`src/rtl/aes_cmd_sequencer.sv`:
```
// aes_cmd_sequencer: turns an AES job (key/src/dst addresses, block count) into bus transactions.
//   clk, rst_n                      : clock (rising edge), asynchronous active-low reset
//   job_valid/job_ready + job_*     : job request handshake; mode, block count, key/src/dst base addresses
//   tx_valid/tx_ready + tx fields   : outgoing transaction handshake; opcode, source_id, dest_id, encdec, addr
//   ack_valid/ack_ready, module_source_id : completion acks from bus modules
//   busy, done, err, blocks_done    : job status; done/err are one-cycle pulses
module aes_cmd_sequencer #(
    parameter logic [1:0]  MEM_ID      = 2'b00,
    parameter logic [1:0]  AES_ID      = 2'b10,
    parameter logic [15:0] ACK_TIMEOUT = 16'd4096
) (
    input  logic        clk,
    input  logic        rst_n,
    input  logic        job_valid,
    output logic        job_ready,
    input  logic        job_encdec,
    input  logic [7:0]  job_nblocks,
    input  logic [23:0] job_key_addr,
    input  logic [23:0] job_src_addr,
    input  logic [23:0] job_dst_addr,
    output logic        tx_valid,
    input  logic        tx_ready,
    output logic [1:0]  opcode,
    output logic [1:0]  source_id,
    output logic [1:0]  dest_id,
    output logic        encdec,
    output logic [23:0] addr,
    input  logic        ack_valid,
    output logic        ack_ready,
    input  logic [1:0]  module_source_id,
    output logic        busy,
    output logic        done,
    output logic        err,
    output logic [7:0]  blocks_done
);
    typedef enum logic [2:0] {IDLE, T_KEY, T_TEXT, T_HASH, T_WRES, W_ACK} state_t;
    localparam logic [1:0] OP_KEY  = 2'b00;
    localparam logic [1:0] OP_TEXT = 2'b01;
    localparam logic [1:0] OP_HASH = 2'b11;
    localparam logic [1:0] OP_WRES = 2'b10;
    state_t      state_q, state_d;
    logic        job_ready_q, job_ready_d;
    logic        tx_valid_q, tx_valid_d;
    logic [1:0]  opcode_q, opcode_d;
    logic [1:0]  source_id_q, source_id_d;
    logic [1:0]  dest_id_q, dest_id_d;
    logic        encdec_q, encdec_d;
    logic [23:0] addr_q, addr_d;
    logic        ack_ready_q, ack_ready_d;
    logic        busy_q, busy_d;
    logic        done_q, done_d;
    logic        err_q, err_d;
    logic [7:0]  blocks_done_q, blocks_done_d;
    logic [7:0]  nblocks_q, nblocks_d;
    logic [23:0] src_q, src_d;
    logic [23:0] dst_q, dst_d;
    logic [15:0] cnt_q, cnt_d;
    logic        tx_acc, ack_hit;
    logic [7:0]  bd_inc;
    // Byte offset of block b; the 24-bit sum with a base address wraps naturally.
    function automatic logic [23:0] blk_off(input logic [7:0] b);
        return {12'd0, b, 4'd0};
    endfunction
    assign tx_acc = tx_valid_q && tx_ready;
    // Only acks from the AES engine count; others are accepted and dropped.
    assign ack_hit = ack_valid && ack_ready_q && (module_source_id == AES_ID);
    assign bd_inc = blocks_done_q + 8'd1;
    always_comb begin
        state_d       = state_q;
        job_ready_d   = job_ready_q;
        tx_valid_d    = tx_valid_q;
        opcode_d      = opcode_q;
        source_id_d   = source_id_q;
        dest_id_d     = dest_id_q;
        encdec_d      = encdec_q;
        addr_d        = addr_q;
        ack_ready_d   = ack_ready_q;
        busy_d        = busy_q;
        done_d        = 1'b0;
        err_d         = 1'b0;
        blocks_done_d = blocks_done_q;
        nblocks_d     = nblocks_q;
        src_d         = src_q;
        dst_d         = dst_q;
        cnt_d         = cnt_q;
        case (state_q)
            IDLE: begin
                // job_ready is held low for the cycle a done/err pulse is out.
                job_ready_d = 1'b1;
                if (job_valid && job_ready_q) begin
                    job_ready_d   = 1'b0;
                    encdec_d      = job_encdec;
                    nblocks_d     = job_nblocks;
                    src_d         = job_src_addr;
                    dst_d         = job_dst_addr;
                    blocks_done_d = 8'd0;
                    if (job_nblocks == 8'd0) begin
                        err_d = 1'b1;
                    end else begin
                        state_d     = T_KEY;
                        busy_d      = 1'b1;
                        tx_valid_d  = 1'b1;
                        opcode_d    = OP_KEY;
                        source_id_d = MEM_ID;
                        dest_id_d   = AES_ID;
                        addr_d      = job_key_addr;
                    end
                end
            end
            T_KEY: begin
                if (tx_acc) begin
                    state_d  = T_TEXT;
                    opcode_d = OP_TEXT;
                    addr_d   = src_q + blk_off(blocks_done_q);
                end
            end
            T_TEXT: begin
                if (tx_acc) begin
                    state_d  = T_HASH;
                    opcode_d = OP_HASH;
                    addr_d   = 24'd0;
                end
            end
            T_HASH: begin
                if (tx_acc) begin
                    state_d     = T_WRES;
                    opcode_d    = OP_WRES;
                    source_id_d = AES_ID;
                    dest_id_d   = MEM_ID;
                    addr_d      = dst_q + blk_off(blocks_done_q);
                end
            end
            T_WRES: begin
                if (tx_acc) begin
                    state_d     = W_ACK;
                    tx_valid_d  = 1'b0;
                    ack_ready_d = 1'b1;
                    cnt_d       = 16'd0;
                end
            end
            W_ACK: begin
                cnt_d = cnt_q + 16'd1;
                // An AES ack takes priority over a timeout in the same cycle.
                if (ack_hit) begin
                    blocks_done_d = bd_inc;
                    ack_ready_d   = 1'b0;
                    if (bd_inc == nblocks_q) begin
                        state_d = IDLE;
                        busy_d  = 1'b0;
                        done_d  = 1'b1;
                    end else begin
                        state_d     = T_TEXT;
                        tx_valid_d  = 1'b1;
                        opcode_d    = OP_TEXT;
                        source_id_d = MEM_ID;
                        dest_id_d   = AES_ID;
                        addr_d      = src_q + blk_off(bd_inc);
                    end
                end else if (cnt_q == ACK_TIMEOUT - 16'd1) begin
                    state_d     = IDLE;
                    busy_d      = 1'b0;
                    ack_ready_d = 1'b0;
                    err_d       = 1'b1;
                end
            end
            default: begin
                state_d     = IDLE;
                busy_d      = 1'b0;
                tx_valid_d  = 1'b0;
                ack_ready_d = 1'b0;
            end
        endcase
    end
    always_ff @(posedge clk or negedge rst_n) begin
        if (!rst_n) begin
            state_q       <= IDLE;
            job_ready_q   <= 1'b0;
            tx_valid_q    <= 1'b0;
            opcode_q      <= 2'b00;
            source_id_q   <= 2'b00;
            dest_id_q     <= 2'b00;
            encdec_q      <= 1'b0;
            addr_q        <= 24'd0;
            ack_ready_q   <= 1'b0;
            busy_q        <= 1'b0;
            done_q        <= 1'b0;
            err_q         <= 1'b0;
            blocks_done_q <= 8'd0;
            nblocks_q     <= 8'd0;
            src_q         <= 24'd0;
            dst_q         <= 24'd0;
            cnt_q         <= 16'd0;
        end else begin
            state_q       <= state_d;
            job_ready_q   <= job_ready_d;
            tx_valid_q    <= tx_valid_d;
            opcode_q      <= opcode_d;
            source_id_q   <= source_id_d;
            dest_id_q     <= dest_id_d;
            encdec_q      <= encdec_d;
            addr_q        <= addr_d;
            ack_ready_q   <= ack_ready_d;
            busy_q        <= busy_d;
            done_q        <= done_d;
            err_q         <= err_d;
            blocks_done_q <= blocks_done_d;
            nblocks_q     <= nblocks_d;
            src_q         <= src_d;
            dst_q         <= dst_d;
            cnt_q         <= cnt_d;
        end
    end
    assign job_ready   = job_ready_q;
    assign tx_valid    = tx_valid_q;
    assign opcode      = opcode_q;
    assign source_id   = source_id_q;
    assign dest_id     = dest_id_q;
    assign encdec      = encdec_q;
    assign addr        = addr_q;
    assign ack_ready   = ack_ready_q;
    assign busy        = busy_q;
    assign done        = done_q;
    assign err         = err_q;
    assign blocks_done = blocks_done_q;
endmodule
```
`config.mk`:
```
export PLATFORM = sky130hd
export DESIGN_NAME = aes_cmd_sequencer
export DESIGN_NICKNAME = d
export VERILOG_FILES = /design/src/rtl/aes_cmd_sequencer.sv
export SDC_FILE = /design/constraint.sdc
export NUM_CORES = 1
export LEC_CHECK = 0
export BUFFER_PORTS_ARGS = -buffer_cell sky130_fd_sc_hd__buf_4
export CAP_MARGIN = 20
export CELL_PAD_IN_SITES_DETAIL_PLACEMENT = 0
export CELL_PAD_IN_SITES_GLOBAL_PLACEMENT = 2
export CORE_MARGIN = 5
export CORE_UTILIZATION = 38
export CTS_CLUSTER_SIZE = 20
export DETAILED_ROUTE_END_ITERATION = 10
export MAX_ROUTING_LAYER = met4
export PLACE_DENSITY_LB_ADDON = 0.1
export REMOVE_ABC_BUFFERS = 1
export SYNTH_ARGS = -nofsm -noshare
export SYNTH_HDL_FRONTEND = slang
export SYNTH_SLANG_ARGS = --single-unit
```
`constraint.sdc`:
```
create_clock -name clk -period 5.2 [get_ports clk]
set_input_delay 0 -clock clk [delete_from_list [all_inputs] [get_ports clk]]
set_output_delay 0 -clock clk [all_outputs]
set_load 0.01 [all_outputs]
```
==> run_results.csv <==
group,metric,value,unit
run_status,status,"completed",
worst_setup_path,rr_startpoint,"state_q[0]",
die,io_pins,133,
clocking,root_buffer,"clkbuf_16",
layout,layout.nets,1021,
layout,final_cells,1151,
clocking,cts_num_sinks,118,
layout,syn_to_final_growth,35.4,%
clocking,cts_resized,0,
job,maxCapViolations,0,
power,power_frac_clock,0.216,
sta,clock.fmax,237,MHz
global_routing,grt_use_total,0.202,
sta,setup_tns,0,ns
sta,rsz0062_at_grt,"no",
layout,nFillCells,1623,
sta,period_minus_slack,4.22,ns
power,seqPwrFrac,0.331,
sta,tightest_slew,0.895,ns
power,swShare,0.393,
worst_hold_path,hp-class,"in2reg",
clocking,worstSkewPairLatency,0.41,ns
yosys,ys.flop_type,"dfrtp_1",
yosys,synth_warnings,0,
route,route.vias.total,6125,
die,die_area,0.0212,mm^2
yosys,synth_area,0.00700,mm^2
sta,slew_violations,0,
worst_setup_path,critical_path.endpoint,"addr[18]",
layout,drive_gt1_frac,0.265,
clocking,h-tree-depth,4,
placement,io_buffers,130,
placement,post-place-cells,1042,
global_routing,antenna_found_initial,0,
global_routing,grt-ovfl-total,0,
yosys,async_flop_share,1.00,
yosys,avgSynthCellArea,9.82,um^2
clocking,cts_tree,"yes",
worst_setup_path,critPathMaxFanout,18,
route,drtIter0Drc,321,
power,peakVddDrop,0.314,mV
power,p_int,3.23,mW
route,wire_per_inst,17.8,um
worst_setup_path,r2r_slack,0.98,ns
layout,diodes,0,
power,power_switching,2.09,mW
clocking,numCtsBuffers,17,
worst_setup_path,critPathLaunchType,"flip-flop",
power,comb_power_share,0.453,
yosys,synth_edf_count,0,
die,core_area,0.0181,mm^2
yosys,postSynthCellCount,713,
sta,finalHoldViolCount,0,
clocking,postCtsHoldBufs,79,
placement,dp.final_hpwl,14500,um
global_routing,grt_pass1_vias,6237,
route,ant_nets,0,
sta,setup_violations,0,
worst_setup_path,endpoint_kind,"flip-flop",
route,totalWireLength,20500,um
global_routing,grt_pass1_wl,33500,um
worst_setup_path,critPathArrivalTime,4.55,ns
yosys,yosysUniqueCellTypes,71,
die,start_util,0.387,
yosys,ys_ff_latch,118,
placement,gp_congestion,0.856,
sta,finClkSkew,0.0107,ns
global_routing,grt_max_degree,68,
yosys,yosysSeqAreaShare,0.422,
route,viasPerCell,5.32,
route,dr.pass1.iters,5,
route,drc,0,
worst_setup_path,r2r_end,"addr[18]",
worst_setup_path,critical_path_class,"reg2reg",
power,power_density,561,mW/mm^2
clocking,cts.clk_slew.worst_paths,0.06,ns
clocking,clockBufferDepth,2,
worst_setup_path,worstSetupStartpoint,"state_q[0]",
die,rows,49,
sta,finalCritPeriodShare,0.811,
worst_setup_path,required,5.53,ns
clocking,post_cts_buffers,0,
worst_setup_path,ff2ff_path_depth,16,
power,leakage,4.23,nW
die,die_w,146,um
die,die_y,146,um
sta,maxSlewHeadroom,0.404,
cell usage in the layout (no fill, tap or decap), types with 8 or more instances in the layout:
| cell type | count |
|---|---|
| a21oi_1 | 41 |
| buf_4 | 136 |
| clkbuf_16 | 17 |
| dfrtp_1 | 118 |
| dlygate4sd3_1 | 79 |
| ha_1 | 20 |
| inv_1 | 14 |
| mux2_2 | 60 |
| mux2i_1 | 12 |
| nand2_1 | 80 |
| nand2b_1 | 10 |
| nand3_1 | 33 |
| nand4_1 | 9 |
| nor2_1 | 39 |
| nor3_1 | 8 |
| o21ai_0 | 34 |
| o21ai_1 | 13 |
| xnor2_1 | 24 |
| xor2_1 | 19 |
how the worst min path moves through the flow:
stage | from | endpoint | slack [ns] | cells past startpoint
CTS | job_key_addr[4] | addr[4] | 0.001 | 5
global route | job_key_addr[4] | addr[4] | 0.02 | 5
finish | job_key_addr[4] | addr[4] | 0.01 | 5
global placement | rst_n | cnt_q[15] | 0.18 | 1
floorplan | rst_n | ack_ready | -0.30 | 0
detailed placement | rst_n | cnt_q[15] | 0.19 | 1
layout make-up:
type                    count  area (um^2)  area share
multi-input cells         545         3810       0.401
flip-flops and latches    118         2950       0.311
repair buffers            215         1810       0.191
clock buffers              21          470      0.0496
inverters                  14         52.6     0.00554
well taps                 229          287      0.0302
clock inverters             9          103      0.0108
cell usage after synthesis, drive strengths merged (2+ instances only):
| master | number | share of area |
|---|---|---|
| and2 | 7 | 0.0063 |
| o31ai | 9 | 0.013 |
| xnor2 | 24 | 0.030 |
| o31a | 5 | 0.0063 |
| nor2b | 7 | 0.0063 |
| or2 | 3 | 0.0027 |
| a21o | 7 | 0.0075 |
| mux2 | 61 | 0.098 |
| o211ai | 6 | 0.0064 |
| xor2 | 19 | 0.024 |
| nor3b | 3 | 0.0032 |
| mux2i | 12 | 0.017 |
| nand3 | 35 | 0.027 |
| nor2 | 39 | 0.021 |
| o21a | 6 | 0.0064 |
| dfrtp | 118 | 0.42 |
| or3 | 5 | 0.0045 |
| a31o | 2 | 0.0025 |
| ha | 20 | 0.036 |
| and4 | 4 | 0.0050 |
| nor3 | 8 | 0.0057 |
| a31oi | 5 | 0.0045 |
| nand2 | 80 | 0.043 |
| a22o | 6 | 0.0075 |
| o21ai | 48 | 0.035 |
| nand4 | 9 | 0.0080 |
| a22oi | 3 | 0.0032 |
| nand2b | 10 | 0.0089 |
| a21boi | 4 | 0.0043 |
| buf | 15 | 0.017 |
| o2111ai | 3 | 0.0046 |
| nor4 | 6 | 0.0054 |
| and3 | 7 | 0.0063 |
| o22ai | 7 | 0.0063 |
| a21oi | 42 | 0.031 |
| a222oi | 3 | 0.0043 |
| o21bai | 3 | 0.0032 |
| a211oi | 8 | 0.010 |
| fa | 2 | 0.0057 |
| clkbuf | 22 | 0.012 |
| inv | 14 | 0.0075 |
sequential cells by signal (all words and copies together), names as in the netlist:
name,flops
addr,24
dst_q,24
src_q,24
cnt_q,16
blocks_done,8
nblocks_q,8
state_q,3
opcode,2
ack_ready,1
busy,1
dest_id,1
done,1
encdec,1
err,1
job_ready,1
source_id,1
tx_valid,1
power groups by stage:
stage / registers (mW) / clock network, mW / logic, mW
5_1_grt: 1.83 / 1.21 / 2.69
6_report: 1.76 / 1.15 / 2.41
4_1_cts: 1.76 / 1.18 / 2.45
2_1_floorplan: 1.76 / 0 / 1.56
3_5_place_dp: 1.78 / 0 / 2.38
3_3_place_gp: 1.76 / 0 / 2.35
critical path, cell delays in order (launching register included):
cell	delay [ns]
dfrtp_1	0.37
nor2b_1	0.13
buf_4	0.18
nand2_1	0.43
inv_1	0.39
ha_1	0.39
inv_1	0.04
ha_1	0.19
inv_1	0.07
fa_1	0.18
nand2b_1	0.15
a21oi_1	0.11
o41ai_2	0.78
o21ai_0	0.22
a21oi_1	0.17
a211oi_1	0.08
o31ai_2	0.24
routing by layer:
metal	global-route usage	vias to the layer above	wire length, um
li1	-	2990	-
met1	0.274	2953	9620
met5	-	-	0
met3	0.0433	16	1060
met4	0.0513	0	201
met2	0.309	166	9620
cell families (layout without fill, tap and decap cells):
kind of cell,count (synthesis),after routing,synth area share
and+or+nand+nor,229,229,0.161
AOI/OAI and AO/OA,176,176,0.170
DFF,118,118,0.422
muxes,73,73,0.115
buffers and inverters,51,259,0.0361
xor gates and xnor gates,43,43,0.0538
adders and majority gates,22,22,0.0414
other,1,2,0.000535
metrics by stage:
stage          area (um^2)  worst slack [ns]  hold slack, ns  utilization  total power, mW
2_1_floorplan         6810             0.941          -0.296            -             3.32
3_3_place_gp          8120              1.11           0.178        0.449             4.11
3_5_place_dp          8120              1.04           0.195        0.449             4.16
4_1_cts               9480              1.01         0.00105        0.524             5.39
5_1_grt               9480             0.610          0.0200        0.524             5.73
6_report              9480             0.982          0.0148        0.524             5.32
No activity file was read; power rests on OpenSTA's default activity.
